`config.mk`:
```
export PLATFORM = sky130hd
export DESIGN_NAME = id_ex_stage_flat
export DESIGN_NICKNAME = d
export VERILOG_FILES = /design/src/rtl/id_ex_stage_if.sv /design/src/rtl/id_ex_stage.sv /design/src/flat_wrapper.sv
export SDC_FILE = /design/constraint.sdc
export NUM_CORES = 1
export LEC_CHECK = 0
export CAP_MARGIN = 25
export CORE_UTILIZATION = 35
export CTS_CLUSTER_SIZE = 30
export DETAILED_ROUTE_END_ITERATION = 8
export PLACE_DENSITY = 0.72
export SLEW_MARGIN = 20
export SYNTH_ARGS = -nofsm -noshare
export SYNTH_HDL_FRONTEND = slang
export SYNTH_SLANG_ARGS = --single-unit
export TNS_END_PERCENT = 5
```
`constraint.sdc`:
```
create_clock -name clk -period 4.95 [get_ports clk]
set_input_delay 0.495 -clock clk [delete_from_list [all_inputs] [get_ports clk]]
set_output_delay 0.495 -clock clk [all_outputs]
set_load 0.01 [all_outputs]
```
`src/rtl/id_ex_stage_if.sv`:
```
`default_nettype none
// +------------------------------------------------------------------+
// | Module      : id_ex_stage_if                                     |
// | Description : Decode-to-execute handshake and operand bus.       |
// |               The master side is the decode/ALU environment and  |
// |               the slave side is the pipeline register stage.     |
// | Revision    : 1.0  initial release                               |
// +------------------------------------------------------------------+
interface id_ex_stage_if;
  // Upstream (decode) side
  logic        InValid;
  logic        InReady;
  logic [31:0] InA;
  logic [31:0] InB;
  logic [2:0]  InALUControl;
  logic [4:0]  InRd;
  logic        InRegWrite;
  // Downstream (execute) side
  logic        OutValid;
  logic        OutReady;
  logic [31:0] A;
  logic [31:0] B;
  logic [2:0]  ALUControl;
  logic [4:0]  Rd;
  logic        RegWrite;

  modport master (
    output InValid, InA, InB, InALUControl, InRd, InRegWrite, OutReady,
    input  InReady, OutValid, A, B, ALUControl, Rd, RegWrite
  );

  modport slave (
    input  InValid, InA, InB, InALUControl, InRd, InRegWrite, OutReady,
    output InReady, OutValid, A, B, ALUControl, Rd, RegWrite
  );
endinterface
`default_nettype wire

```
`src/rtl/id_ex_stage.sv`:
```
`default_nettype none
// +------------------------------------------------------------------+
// | Module      : id_ex_stage                                        |
// | Description : ID/EX pipeline register built as a two-entry skid  |
// |               buffer with registered InReady, flush support and  |
// |               a saturating back-pressure cycle counter.          |
// | Revision    : 1.0  initial release                               |
// +------------------------------------------------------------------+
module id_ex_stage (
  input  wire logic        clk,
  input  wire logic        reset,
  input  wire logic        Flush,
  id_ex_stage_if.slave     bus,
  output logic [15:0]      StallCount
);

  typedef enum logic [1:0] {
    S_EMPTY = 2'd0,
    S_ONE   = 2'd1,
    S_FULL  = 2'd2
  } state_t;

  localparam logic [15:0] c_STALL_MAX = 16'hFFFF;

  state_t      r_state;
  state_t      w_next;
  logic        r_in_ready;

  // Main entry drives the ALU; skid entry catches the op accepted while stalled
  logic [31:0] r_main_a,  r_skid_a;
  logic [31:0] r_main_b,  r_skid_b;
  logic [2:0]  r_main_op, r_skid_op;
  logic [4:0]  r_main_rd, r_skid_rd;
  logic        r_main_rw, r_skid_rw;
  logic [15:0] r_stall;

  logic w_accept;
  logic w_consume;
  logic w_out_valid;
  logic w_load_main_in;
  logic w_load_main_skid;
  logic w_load_skid;

  assign w_out_valid = (r_state != S_EMPTY);
  assign w_accept    = bus.InValid & r_in_ready;
  assign w_consume   = w_out_valid & bus.OutReady;

  // Next-state and entry-load decode; Flush overrides any transfer
  always_comb begin
    w_next           = r_state;
    w_load_main_in   = 1'b0;
    w_load_main_skid = 1'b0;
    w_load_skid      = 1'b0;
    if (Flush) begin
      w_next = S_EMPTY;
    end else begin
      case (r_state)
        S_EMPTY: begin
          if (w_accept) begin
            w_load_main_in = 1'b1;
            w_next         = S_ONE;
          end
        end
        S_ONE: begin
          if (w_accept && w_consume) begin
            w_load_main_in = 1'b1;
          end else if (w_accept) begin
            w_load_skid = 1'b1;
            w_next      = S_FULL;
          end else if (w_consume) begin
            w_next = S_EMPTY;
          end
        end
        S_FULL: begin
          if (w_consume) begin
            w_load_main_skid = 1'b1;
            w_next           = S_ONE;
          end
        end
        default: w_next = S_EMPTY;
      endcase
    end
  end

  // State, registered InReady and the two operation entries
  always_ff @(posedge clk) begin
    if (reset) begin
      r_state    <= S_EMPTY;
      r_in_ready <= 1'b1;
      r_main_a   <= '0;
      r_main_b   <= '0;
      r_main_op  <= '0;
      r_main_rd  <= '0;
      r_main_rw  <= 1'b0;
      r_skid_a   <= '0;
      r_skid_b   <= '0;
      r_skid_op  <= '0;
      r_skid_rd  <= '0;
      r_skid_rw  <= 1'b0;
    end else begin
      r_state    <= w_next;
      r_in_ready <= (w_next != S_FULL);
      if (w_load_main_in) begin
        r_main_a  <= bus.InA;
        r_main_b  <= bus.InB;
        r_main_op <= bus.InALUControl;
        r_main_rd <= bus.InRd;
        r_main_rw <= bus.InRegWrite;
      end else if (w_load_main_skid) begin
        r_main_a  <= r_skid_a;
        r_main_b  <= r_skid_b;
        r_main_op <= r_skid_op;
        r_main_rd <= r_skid_rd;
        r_main_rw <= r_skid_rw;
      end
      if (w_load_skid) begin
        r_skid_a  <= bus.InA;
        r_skid_b  <= bus.InB;
        r_skid_op <= bus.InALUControl;
        r_skid_rd <= bus.InRd;
        r_skid_rw <= bus.InRegWrite;
      end
    end
  end

  // Count cycles where a valid op waits on downstream; Flush does not touch it
  always_ff @(posedge clk) begin
    if (reset) begin
      r_stall <= '0;
    end else if (w_out_valid && !bus.OutReady && (r_stall != c_STALL_MAX)) begin
      r_stall <= r_stall + 16'd1;
    end
  end

  assign bus.InReady    = r_in_ready;
  assign bus.OutValid   = w_out_valid;
  assign bus.A          = r_main_a;
  assign bus.B          = r_main_b;
  assign bus.ALUControl = r_main_op;
  assign bus.Rd         = r_main_rd;
  assign bus.RegWrite   = r_main_rw & w_out_valid;
  assign StallCount     = r_stall;

endmodule
`default_nettype wire

```
`src/flat_wrapper.sv`:
```
// flat-port wrapper written by rule: the top's interface ports become plain ports
module id_ex_stage_flat 
  (clk, reset, Flush, StallCount, bus_InValid, bus_InA, bus_InB, bus_InALUControl, bus_InRd, bus_InRegWrite, bus_OutReady, bus_InReady, bus_OutValid, bus_A, bus_B, bus_ALUControl, bus_Rd, bus_RegWrite);
  id_ex_stage_if bus_i ();
  input  wire logic clk;
  input  wire logic reset;
  input  wire logic Flush;
  output logic [15:0] StallCount;
  input wire logic [$bits(bus_i.InValid)-1:0] bus_InValid;
  input wire logic [$bits(bus_i.InA)-1:0] bus_InA;
  input wire logic [$bits(bus_i.InB)-1:0] bus_InB;
  input wire logic [$bits(bus_i.InALUControl)-1:0] bus_InALUControl;
  input wire logic [$bits(bus_i.InRd)-1:0] bus_InRd;
  input wire logic [$bits(bus_i.InRegWrite)-1:0] bus_InRegWrite;
  input wire logic [$bits(bus_i.OutReady)-1:0] bus_OutReady;
  output wire logic [$bits(bus_i.InReady)-1:0] bus_InReady;
  output wire logic [$bits(bus_i.OutValid)-1:0] bus_OutValid;
  output wire logic [$bits(bus_i.A)-1:0] bus_A;
  output wire logic [$bits(bus_i.B)-1:0] bus_B;
  output wire logic [$bits(bus_i.ALUControl)-1:0] bus_ALUControl;
  output wire logic [$bits(bus_i.Rd)-1:0] bus_Rd;
  output wire logic [$bits(bus_i.RegWrite)-1:0] bus_RegWrite;
  assign bus_i.InValid = bus_InValid;
  assign bus_i.InA = bus_InA;
  assign bus_i.InB = bus_InB;
  assign bus_i.InALUControl = bus_InALUControl;
  assign bus_i.InRd = bus_InRd;
  assign bus_i.InRegWrite = bus_InRegWrite;
  assign bus_i.OutReady = bus_OutReady;
  assign bus_InReady = bus_i.InReady;
  assign bus_OutValid = bus_i.OutValid;
  assign bus_A = bus_i.A;
  assign bus_B = bus_i.B;
  assign bus_ALUControl = bus_i.ALUControl;
  assign bus_Rd = bus_i.Rd;
  assign bus_RegWrite = bus_i.RegWrite;
  id_ex_stage u_core (.clk(clk), .reset(reset), .Flush(Flush), .bus(bus_i), .StallCount(StallCount));
endmodule
```
==> Yosys cells after proc, flatten, opt, wreduce, memory -nomap -nowiden <==
Index checks and enable logic that the tools add are counted.
{ "op_classes": {"addsub": 1, "eq_ne": 4, "muxes": 27, "bitwise": 3, "reduce_logical": 7} }
{ "op_table": {"columns": ["cell", "n"], "rows": [
  ["two-way mux 32 bit", 4],
  ["adder 16 x 1 -> 16 bit (second input constant)", 1],
  ["inequality test 16 bit (second input constant)", 1],
  ["two-way mux 2 bit", 6],
  ["two-way mux 1 bit", 11],
  ["two-way mux 5 bit", 2],
  ["two-way mux 3 bit", 2],
  ["case mux 2 bit (3 select lines)", 1],
  ["nonzero test 2 bit", 2],
  ["AND 1 bit", 3],
  ["logical AND 1 bit", 3],
  ["== test 2 x 1 -> 1 bit (second input constant)", 1],
  ["== test 2 bit (second input constant)", 1],
  ["zero test 2 bit", 1],
  ["inequality test 2 bit (second input constant)", 1],
  ["case mux 1 bit (2 select lines)", 1],
  ["zero test 1 bit", 1]
]} }
{ "word_totals": {"ff_bits": 165, "in_bits": 78, "output_inout_bits": 91, "wordCells": 55} }

==> Depth between registers and ports, before layout <==
{ "depth": {"word_depth": 8, "depth_mapped": 7, "ltp_nobuf": 5} }

==> Worst setup path after synthesis <==
No wires, ideal clock.
{ "synth_path": {"path_type": "in2reg", "start": "input port bus_InValid", "end": "register u_core.r_main_a[0] (netlist: u_core.bus.A[0])", "setup_time_ns": 0.146, "arrival_ns": 1.600, "slack_ns": 3.204, "cell_stages": 6, "path_cell_list": "nand2_1 or4b_4 buf_6 buf_2 nor2_1 a211oi_2"} }
{ "synth_via": {"elab_chain_cells": 6, "elab_cells_between_ends": 8} }
{ "synth_rtl": {"columns": ["element", "line_no", "rtl"], "rows": [
  ["from (decl)", "flat_wrapper.sv:9", "input wire logic [$bits(bus_i.InValid)-1:0] bus_InValid;"],
  ["AND 1 bit *", "id_ex_stage.sv:45", "assign w_accept = bus.InValid & r_in_ready;"],
  ["logical AND 1 bit", "id_ex_stage.sv:65", "if (w_accept && w_consume) begin"],
  ["two-way mux 1 bit", "id_ex_stage.sv:65", null],
  ["case mux 1 bit (2 select lines) *", "id_ex_stage.sv:57", "case (r_state)"],
  ["two-way mux 1 bit *", "id_ex_stage.sv:54", "if (Flush) begin"],
  ["two-way mux 32 bit / nonzero test 2 bit (equally long branches)", null, null],
  ["to (signal assigned)", "id_ex_stage.sv:104", "r_main_a <= bus.InA;"],
  ["to (signal assigned)", "id_ex_stage.sv:110", "r_main_a <= r_skid_a;"],
  ["to (decl)", "id_ex_stage.sv:30", "logic [31:0] r_main_a, r_skid_a;"]
]} }
Every way passes the cells marked *; elsewhere a longest branch is shown, timed or not.
A chain may end at the register's enable or synchronous reset.

==> Final worst setup path <==
{ "layout_path": {"start": "input port bus_OutReady", "end": "register u_core.r_main_b[5] (netlist: u_core.bus.B[5])"} }
{ "layout_via": {"elab_chain_cells": 6, "elab_cells_between_ends": 10} }
{ "layout_rtl": {"columns": ["element", "line_no", "rtl"], "rows": [
  ["from (decl)", "flat_wrapper.sv:15", "input wire logic [$bits(bus_i.OutReady)-1:0] bus_OutReady;"],
  ["AND 1 bit *", "id_ex_stage.sv:46", "assign w_consume = w_out_valid & bus.OutReady;"],
  ["logical AND 1 bit", "id_ex_stage.sv:65", null],
  ["two-way mux 1 bit", "id_ex_stage.sv:65", null],
  ["case mux 1 bit (2 select lines)", "id_ex_stage.sv:57", null],
  ["two-way mux 1 bit", "id_ex_stage.sv:54", null],
  ["two-way mux 32 bit / nonzero test 2 bit (equally long branches)", null, null],
  ["to (signal assigned)", "id_ex_stage.sv:105", "r_main_b <= bus.InB;"],
  ["to (signal assigned)", "id_ex_stage.sv:111", "r_main_b <= r_skid_b;"],
  ["to (decl)", "id_ex_stage.sv:31", "logic [31:0] r_main_b, r_skid_b;"]
]} }
Marked as above.

==> results.md <==
* Outcome: complete, no violations
* Max capacitance violation total at 0
* Clock sinks at 165
* Total congestion overflow at 0
* Setup repair after global routing missed its margin: no
* CTS clock-pin slew for the worst setup and hold paths at 0.06 ns
* Final-report max-slew violation count at 0
* Number of endpoints failing setup at the final stage at 0
* Cell accounting for the most synthesized area: dfxtp_1
* Critical path startpoint category: primary input
* Logic pwr share at 11.1%
* Fraction of synthesis flops using an asynchronous set or reset pin at 0%
* Core Region at 19800 um^2
* Beginning of the critical path: bus_OutReady
* Number of hold-slack violations in the final timing report at 0
* First-pass detailed-route iteration total at 4
* Resized Gates After CTS at 0
* Portion of the post-synthesis area used by sequential elements at 46.1%
* Final total negative setup slack at 0 ns
* Final HPWL DP at 10.6 mm
* Total via count in the routed design at 5770
* Warnings, synthesis at 0
* Post-layout minimum cycle time at 2.62 ns
* Sw frac at 23.4%
* Detailed-route wire length at 16.9 mm
* Number of buffers inserted for hold repair after clock tree synthesis at 0
* Worst-case vdd ir drop at 0.217 mV
* Detailed-route DRC error count at 0
* Fraction of post-synthesis cell area in the top cell type by area at 46.1%
* Crit path arrival time at 2.95 ns
* Drt via density at 4.92
* Area of the multi-input gates at 3520 um^2
* Pwr per Cell Area at 323 nW/um^2
* Cell area after technology mapping at 7170 um^2
* Worst slew margin relative to its limit at 38.6%
* Sequential Power Share at 45.5%
* TritonCTS clock tree: done
* Total nets after synthesis at 836
* Level count of the clock H-tree at 4
* Number of buffers on the longest clock path at 2
* Placement-stage cell area at 8910 um^2
* Buffer type at the clock tree root: clkbuf_16
* First DRT Iteration DRCs at 200
* Required time reported for the critical path endpoint at 5.28 ns
* Critical path class: in2reg
* Fraction of the cycle the final worst path needs at 52.9%
* Overall die height at 145 um
* Number of buffers inserted by post-CTS setup repair at 0
* Source-to-sink clock delay at the later pin of the worst-skew pair at 0.41 ns
* Capturing element of the worst setup path: u_core.bus.B[5]
* Full die area at 21000 um^2
* Initial core utilization at 36.2%
* Internal power component at 2.36 mW
* Maximum clock frequency at 382 MHz
* Global-route wire length before repair at 27.6 mm
* Total global-route track usage at 16.0%
* Max Clock Skew at 0.00739 ns
* FF-to-FF setup slack at 2.58 ns
* Number of enable-type register cells in the synthesized netlist at 0
* Largest net degree at the start of global routing at 120
* Worst flop-to-flop path startpoint: u_core.bus.InReady
* Cts bufs inserted at 17
* Antenna Cells at 0
* Nature of the critical path endpoint: flip-flop
* Antenna violations before repair at 0
* Synth Register Bits at 165
* Maximum net fanout on the critical path at 68
* # nets final at 973
* Syn Inst Count at 757
* Count of boundary I/O pins at 169
* Final-layout fill cell count at 1885
* Area taken by flip-flops and latches at 3300 um^2
* Worst r2r dst: u_core.bus.B[3]
* Fraction of layout cells with a size suffix above 1 at 14.1%
* Die span in x at 145 um
* Standard-cell rows at 51
* Net switching power of the design at 721 uW
* Distinct cells, synth at 48
* Final weighted congestion of routability-driven global placement at 0.728
* Most frequently used flop master after synthesis: dfxtp_1
* Count of antenna-violating nets left after detailed routing at 0
* Classification of the worst-slack hold path: reg2reg
* Standby leakage power at 3.04 nW
* Slew @ Worst Pin at 0.921 ns
* Number of input and output port buffers inserted at 168
* Wire length per cell after detailed routing at 14.4 um
* Mean area per synthesized cell at 9.47 um^2
* Post-Layout Inst Area at 9540 um^2
* Area overhead of the layout relative to synthesis at 33.1%
* Clock Power Share at 43.5%
* Cells taking the most area after synthesis: dfxtp_1 46%, a211oi_2 13%, mux2i_1 10%
* R2R cell count at 5
* Vias in the first global route at 5414
synthesized netlist by cell type, types with 3 or more instances:
library cell	n
dfxtp_1	165
o21ai_0	3
nor4_1	3
and2_1	3
buf_4	7
a21oi_1	84
nand3_1	4
mux2i_1	74
a211oi_2	73
nand4_1	5
nor2_1	77
nor3_1	3
nand2_1	154
or4_1	7
o31ai_1	7
or3_1	5
buf_6	10
nor2b_1	3
clkbuf_1	25
buf_2	13
final cells by class:
cell class / instances / share of cell area [%]
timing repair buffer: 176 / 18.6
clock buffer: 22 / 5.08
tap: 265 / 3.48
sequential: 165 / 34.6
multi-input combinational: 533 / 36.9
clock inverter: 10 / 1.26
inverter: 1 / 0.0393
how the worst min path moves through the flow:
| stage | start | to | slack (ns) | cells after the start |
|---|---|---|---|---|
| CTS | u_core.r_skid_b[27] | u_core.r_skid_b[27] | 0.46 | 2 |
| global route | reset | u_core.r_skid_rd[3] | 0.46 | 2 |
| detailed placement | u_core.r_skid_b[27] | u_core.r_skid_b[27] | 0.45 | 2 |
| finish | u_core.r_skid_a[11] | u_core.r_skid_a[11] | 0.45 | 2 |
| global placement | u_core.r_skid_a[17] | u_core.r_skid_a[17] | 0.44 | 2 |
| floorplan | u_core.r_skid_a[0] | u_core.r_skid_a[0] | 0.44 | 2 |
per-layer routing:
metal	GRT usage [%]	wire length, um	part of all wire [%]
met5	0	0	0
met4	5.53	256	1.5
met3	4.15	827	4.9
met2	25.5	7550	45
met1	20.9	8230	49
worst max-delay path, stage by stage:
cell             delay [ns]
clkdlybuf4s50_1        0.49
nand2b_4               0.21
or4b_4                 0.83
buf_4                  0.59
nor2_1                 0.10
a211oi_2               0.21
power by group through the flow:
stage | Clock (mW) | Combinational [mW] | Sequential, mW
after floorplan | 0 | 0.152 | 1.45
after global placement | 0 | 0.338 | 1.43
after detailed placement | 0 | 0.340 | 1.43
after CTS | 1.38 | 0.342 | 1.40
after global routing | 1.44 | 0.366 | 1.41
final | 1.34 | 0.341 | 1.40
through the flow:
| stage | utilization, % | cells | setup WS [ns] | power [mW] | hold slack (ns) |
|---|---|---|---|---|---|
| after detailed placement | 45.0 | 1139 | 1.89 | 1.77 | 0.446 |
| after global routing | 48.2 | 1172 | 2.15 | 3.21 | 0.458 |
| final | 48.2 | 1172 | 2.33 | 3.08 | 0.454 |
| after floorplan | - | 757 | 3.20 | 1.60 | 0.436 |
| after global placement | 45.0 | 1139 | 1.96 | 1.77 | 0.442 |
| after CTS | 48.1 | 1171 | 2.33 | 3.12 | 0.456 |
cell usage in the layout (no fill, tap or decap), types with 2 or more instances in the layout:
cell / synthesis / final
nor4_1: 3 / 3
or3_1: 5 / 5
clkbuf_16: 0 / 17
nand3_1: 4 / 4
nand2_1: 154 / 154
a211oi_2: 73 / 73
buf_4: 7 / 6
and2_1: 3 / 3
mux2i_1: 74 / 74
o31ai_1: 7 / 7
nand2b_1: 2 / 2
o21ba_2: 2 / 2
or4_1: 7 / 6
clkinv_2: 0 / 2
clkinvlp_4: 0 / 2
clkdlybuf4s50_1: 0 / 167
bufinv_16: 0 / 2
a21oi_1: 84 / 84
o21ai_0: 3 / 3
nor4_4: 2 / 2
clkinv_4: 0 / 3
nand4_1: 5 / 5
nor2_1: 77 / 77
dfxtp_1: 165 / 165
nor2b_1: 3 / 3
clkbuf_8: 0 / 4
nor3_1: 3 / 3
sequential cells by signal, indices dropped and copies added (netlist names), 5 cells and up:
name / count
u_core.r_skid_a: 32
u_core.r_skid_rd: 5
u_core.bus.B: 32
u_core.bus.A: 32
u_core.r_skid_b: 32
u_core.StallCount: 16
u_core.bus.Rd: 5
kinds of logic (layout without fill, tap and decap cells):
group | after synthesis | count (layout) | synth area share, %
DFF | 165 | 165 | 46.1
buffers and inverters | 59 | 209 | 4.84
xor gates and xnor gates | 1 | 1 | 0.122
adders and majority gates | 1 | 1 | 0.175
and+or+nand+nor | 280 | 280 | 17.5
AOI/OAI and AO/OA | 175 | 175 | 20.6
muxes | 76 | 76 | 10.7
Power figures use the tool's default switching activity.
